<file path="config.mk">
export PLATFORM = sky130hd
export DESIGN_NAME = piradip_valid_to_axis
export DESIGN_NICKNAME = d
export VERILOG_FILES = /design/src/rtl/piradip_util_pkg.sv /design/src/rtl/piradip_sdp_ram.sv /design/src/rtl/piradip_valid_to_axis.sv
export SDC_FILE = /design/constraint.sdc
export NUM_CORES = 1
export LEC_CHECK = 0
export ABC_AREA = 1
export CAP_MARGIN = 20
export CORE_ASPECT_RATIO = 1.4
export CORE_UTILIZATION = 27
export CTS_CLUSTER_DIAMETER = 60
export DETAILED_ROUTE_END_ITERATION = 7
export PLACE_DENSITY = 0.44
export SLEW_MARGIN = 20
export SYNTH_ARGS = -nofsm -noshare
export SYNTH_HDL_FRONTEND = slang
export SYNTH_HIERARCHICAL = 1
export SYNTH_SLANG_ARGS = --single-unit
export TNS_END_PERCENT = 5
</file>
<file path="constraint.sdc">
create_clock -name clk -period 2.3 [get_ports clk]
set_input_delay 0.23 -clock clk [delete_from_list [all_inputs] [get_ports clk]]
set_output_delay 0.23 -clock clk [all_outputs]
set_load 0.005 [all_outputs]
</file>
<file path="src/rtl/piradip_util_pkg.sv">
// Shared helpers for the piradip stream utilities: counter-width function and
// the drop-counter width.
`default_nettype none

package piradip_util_pkg;

  localparam int DROP_COUNT_WIDTH = 32;

  // Bits needed to hold values 0..value-1; callers pass DEPTH+1 for occupancy counters.
  function automatic int clog2(input int value);
    int r;
    r = 0;
    while ((1 << r) < value) r++;
    return r;
  endfunction

endpackage

`default_nettype wire

</file>
<file path="src/rtl/piradip_sdp_ram.sv">
// Simple dual-port RAM: synchronous write port, asynchronous (combinational) read port.
`default_nettype none

module piradip_sdp_ram
  import piradip_util_pkg::*;
#(
  parameter int DEPTH = 16,
  parameter int WIDTH = 33
) (
  input  logic                      clk,
  input  logic                      we_i,
  input  logic [clog2(DEPTH)-1:0]   waddr_i,
  input  logic [WIDTH-1:0]          wdata_i,
  input  logic [clog2(DEPTH)-1:0]   raddr_i,
  output logic [WIDTH-1:0]          rdata_o
);

  logic [WIDTH-1:0] mem_q [DEPTH];

  // Contents are intentionally not reset; validity is tracked by the owner's pointers.
  always_ff @(posedge clk) begin
    if (we_i) mem_q[waddr_i] <= wdata_i;
  end

  assign rdata_o = mem_q[raddr_i];

endmodule

`default_nettype wire

</file>
<file path="src/rtl/piradip_valid_to_axis.sv">
// Buffers a free-running valid/data stream into a FWFT FIFO presented as an
// AXI4-Stream master; words arriving while full are dropped and counted.
`default_nettype none

module piradip_valid_to_axis
  import piradip_util_pkg::*;
#(
  parameter int IN_BAND_WIDTH     = 32,
  parameter int OUT_OF_BAND_WIDTH = 1,
  parameter int DEPTH             = 16
) (
  input  logic                                  clk,
  input  logic                                  reset,
  input  logic                                  in_valid,
  input  logic [IN_BAND_WIDTH+OUT_OF_BAND_WIDTH-1:0] in_data,
  output logic                                  m_axis_tvalid,
  input  logic                                  m_axis_tready,
  output logic [IN_BAND_WIDTH-1:0]              m_axis_tdata,
  output logic [OUT_OF_BAND_WIDTH-1:0]          m_axis_tuser,
  input  logic                                  clear_overflow,
  output logic                                  overflow,
  output logic [DROP_COUNT_WIDTH-1:0]           drop_count,
  output logic [clog2(DEPTH+1)-1:0]             level
);

  localparam int ADDR_W  = clog2(DEPTH);
  localparam int LEVEL_W = clog2(DEPTH+1);
  localparam int DATA_W  = IN_BAND_WIDTH + OUT_OF_BAND_WIDTH;

  logic [ADDR_W-1:0]           wptr_q, wptr_d;
  logic [ADDR_W-1:0]           rptr_q, rptr_d;
  logic [LEVEL_W-1:0]          level_q, level_d;
  logic                        overflow_q, overflow_d;
  logic [DROP_COUNT_WIDTH-1:0] drop_count_q, drop_count_d;

  logic              pop;
  logic              push;
  logic              drop;
  logic [DATA_W-1:0] head;

  // Full-and-popping still accepts, so sustained push+pop never drops.
  assign pop  = m_axis_tvalid && m_axis_tready;
  assign push = in_valid && !reset && ((level_q < LEVEL_W'(DEPTH)) || pop);
  assign drop = in_valid && !push;

  piradip_sdp_ram #(
    .DEPTH (DEPTH),
    .WIDTH (DATA_W)
  ) u_ram (
    .clk     (clk),
    .we_i    (push),
    .waddr_i (wptr_q),
    .wdata_i (in_data),
    .raddr_i (rptr_q),
    .rdata_o (head)
  );

  always_comb begin
    wptr_d       = wptr_q;
    rptr_d       = rptr_q;
    level_d      = level_q;
    overflow_d   = overflow_q;
    drop_count_d = drop_count_q;

    if (push) wptr_d = wptr_q + 1'b1;
    if (pop)  rptr_d = rptr_q + 1'b1;

    case ({push, pop})
      2'b10:   level_d = level_q + 1'b1;
      2'b01:   level_d = level_q - 1'b1;
      default: level_d = level_q;
    endcase

    // A drop coinciding with a clear wins: the flag stays set and the count restarts at 1.
    if (clear_overflow) begin
      overflow_d   = drop;
      drop_count_d = drop ? DROP_COUNT_WIDTH'(1) : '0;
    end else if (drop) begin
      overflow_d = 1'b1;
      if (drop_count_q != '1) drop_count_d = drop_count_q + 1'b1;
    end
  end

  always_ff @(posedge clk) begin
    if (reset) begin
      wptr_q       <= '0;
      rptr_q       <= '0;
      level_q      <= '0;
      overflow_q   <= 1'b0;
      drop_count_q <= '0;
    end else begin
      wptr_q       <= wptr_d;
      rptr_q       <= rptr_d;
      level_q      <= level_d;
      overflow_q   <= overflow_d;
      drop_count_q <= drop_count_d;
    end
  end

  assign m_axis_tvalid = (level_q != '0);
  assign m_axis_tdata  = head[IN_BAND_WIDTH-1:0];
  assign m_axis_tuser  = head[DATA_W-1:IN_BAND_WIDTH];
  assign overflow      = overflow_q;
  assign drop_count    = drop_count_q;
  assign level         = level_q;

endmodule

`default_nettype wire

</file>
==> run summary <==
compound-cell area share of the yosys netlist = 0.8618%
post-synthesis mux area share = 0%
Critical Path Sink = m_axis_tdata[16]
simple-gate share of the synthesized area = 23.85%
peak supply drop = 0.5939 mV
die area = 96,430 sq um
initial antenna violation count = 8
die width = 262.7 um
Yosys top cell by area = edfxtp_1
P_leak = 0.01378 uW
outcome = complete, but fails checks
Clock transition at path regs = 0.06 ns
layout cells sized above 1 = 16.85%
P&R area growth vs syn = 29.19%
WP data arrival = 2.20 ns
hpwl dp = 48,000 um
CTS tree = built
area of the multi-input gates = 7313 sq um
Yosys reg bits = 574
Reg area = 16,790 sq um
R2R Path Start = level[2]
vias post-DR = 18,563
crit path launch type = flip-flop
vias in the first global route = 18,582
FP Rows = 133
core box area = 94,190 sq um
Ports = 110
CTS Sinks = 574
Hold Violations, Final = 0
Setup Viol. Count Final = 29
average wire per standard cell = 19.35 um
WL final = 80,950 um
CTS root buffer = clkbuf_16
Remaining Overflow, GRT = 0
Power Dens Cells = 948.4 nW/um^2
fin crit period = 2.434 ns
Synth Area in Adders = 0.4187%
Total Nets Final = 2,964
number of vias per cell = 4.438
first-pass GRT wire length = 120,300 um
Worst Setup End Kind = output port
Final GP Congestion = 0.8609
sequential fraction of the synthesis area = 65.28%
H-tree Lvls = 2
Slew Viols, Final = 0
crit-path max FO = 8
1st-iter DRT viols = 1,007
layout filler cell count = 9,337
DRT antenna net count = 0
Synth Cell Area = 25,700 sq um
Global Route Usage Sum = 16.74%
Fmax achieved = 410.8 MHz
Fin Clk Skew = 0.02259 ns
I/O Buffers = 109
Post-Synth XOR/XNOR Area = 0.1363%
chip height = 367.0 um
CTS buffer count = 61
Max Cap Viol = 0
reg2reg end = level[4]
worst slack, placed = -0.04944 ns
syn nets = 2,731
post-synth top area share = 61.70%
WS Path Type = flip-flop to output port
Slew headroom = 55.09%
effective utilization at floorplan = 27.28%
slew of the pin with the lowest slew margin = 0.6716 ns
post-synthesis cell type count = 32
Min-Delay Path Class = input port to flip-flop
DR pass1 iterations = 6
hold_buf cts = 0
most frequent cells in the layout = 828 x nand2_1, 528 x edfxtp_1, 469 x inv_1
Clk Latency, worst-skew pair = 0.64 ns
RSZ-0062 raised after global routing = true
fin worst setup slack = -0.1342 ns
most common cell after layout, fill and taps aside = nand2_1
setup_tns = -1.923 ns
yosys warns = 6
failing checks = negative setup slack
fin util = 35.25%
Crit path required time = 2.07 ns
# DRC = 0
largest family of logic cells by synthesized area = simple AND/OR/NAND/NOR gates
Crit. Startpoint = rptr_q[0]
Reg2Reg Depth = 13
Synth area leaders = edfxtp_1 62%, nand2_1 13%, nand3_1 8.9%
Final Cycle Share = 105.8%
Gate Count Post-Synth = 2,685
Worst R2R Setup Slack = 0.11 ns
Avg Inst Size Synth = 9.571 sq um
clk buf depth = 3
largest net degree at the start of global routing = 51
-- synthesized netlist by cell type, drive strengths merged --
master  instances
a21o            1
a21oi          22
and2            1
buf           107
clkbuf         16
dfxtp          46
edfxtp        528
fa              1
ha              7
inv           480
nand2         877
nand3         460
nand3b          2
nand4           2
nor2          107
nor3            4
o21ai          17
o21bai          2
or2             1
xnor2           2
xor2            2
-- critical path: stages (launching register included) --
cell and delay, ns:
dfxtp_4 0.40, buf_12 0.18, buf_16 0.16, buf_12 0.14
clkbuf_16 0.15, nand2_1 0.05, nand3_1 0.07, nand3_1 0.10
nand3_2 0.11, nand2_4 0.07, buf_12 0.13
-- worst min path at each step --
stage                   from            end  slack (ns)  cells past startpoint
6_report               reset      wptr_q[3]        0.43                      3
5_1_grt                reset  drop_count[0]        0.41                      3
4_1_cts                reset  drop_count[0]        0.38                      3
3_5_place_dp   drop_count[9]  drop_count[9]        0.48                      2
3_3_place_gp        overflow       overflow        0.48                      2
2_1_floorplan          reset      wptr_q[1]        0.30                      1
-- flip-flops by register name (all words and copies together), names as in the netlist --
| name | cells |
|---|---|
| overflow | 1 |
| u_ram/mem_q | 528 |
| rptr_q | 4 |
| wptr_q | 4 |
| drop_count | 32 |
| level | 5 |
-- layout make-up --
cell class,instances,area share (%)
tap,1215,4.579
timing repair buffer,291,11.38
sequential,574,50.57
clock inverter,39,1.021
antenna,1,0.007538
inverter,480,5.499
multi-input combinational,1508,22.03
timing repair inverter,2,0.1206
clock buffer,73,4.798
-- report_power, final --
group          internal (uW)  total, uW  switching, uW
clock network           5390       9640           4240
registers              11600      11700            122
logic                   4510      10100           5640
-- logic make-up after synthesis --
family | after synthesis
compound gates | 42
xor+xnor | 4
simple gates | 1454
buf+inv | 603
flops | 574
fa+ha+maj | 8
-- metrics by stage --
stage	hold slack, ns	total power, uW	instances	instance area, sq um
floorplan	0.2991	15990	2685	25700
global placement	0.4815	19800	4014	29460
detailed placement	0.4819	19840	4014	29460
CTS	0.3801	31580	4183	32790
global route	0.4121	33020	4182	33200
finish	0.4288	31490	4183	33200
-- repair_timing --
item                       in CTS  in global routing
cloned                         20                  1
setup endpoints to repair      33                 35
pin swaps                      50                 64
gates resized for setup       266                113
buffers inserted               38                  0
-- layer usage --
layer	vias to the layer above	GRT usage [%]	routed length, um
met5	-	0	0
li1	9081	-	-
met4	0	5.962	2904
met1	8923	19.13	32500
met3	148	2.300	3085
met2	411	31.45	42460
Power figures use the tool's default switching activity.
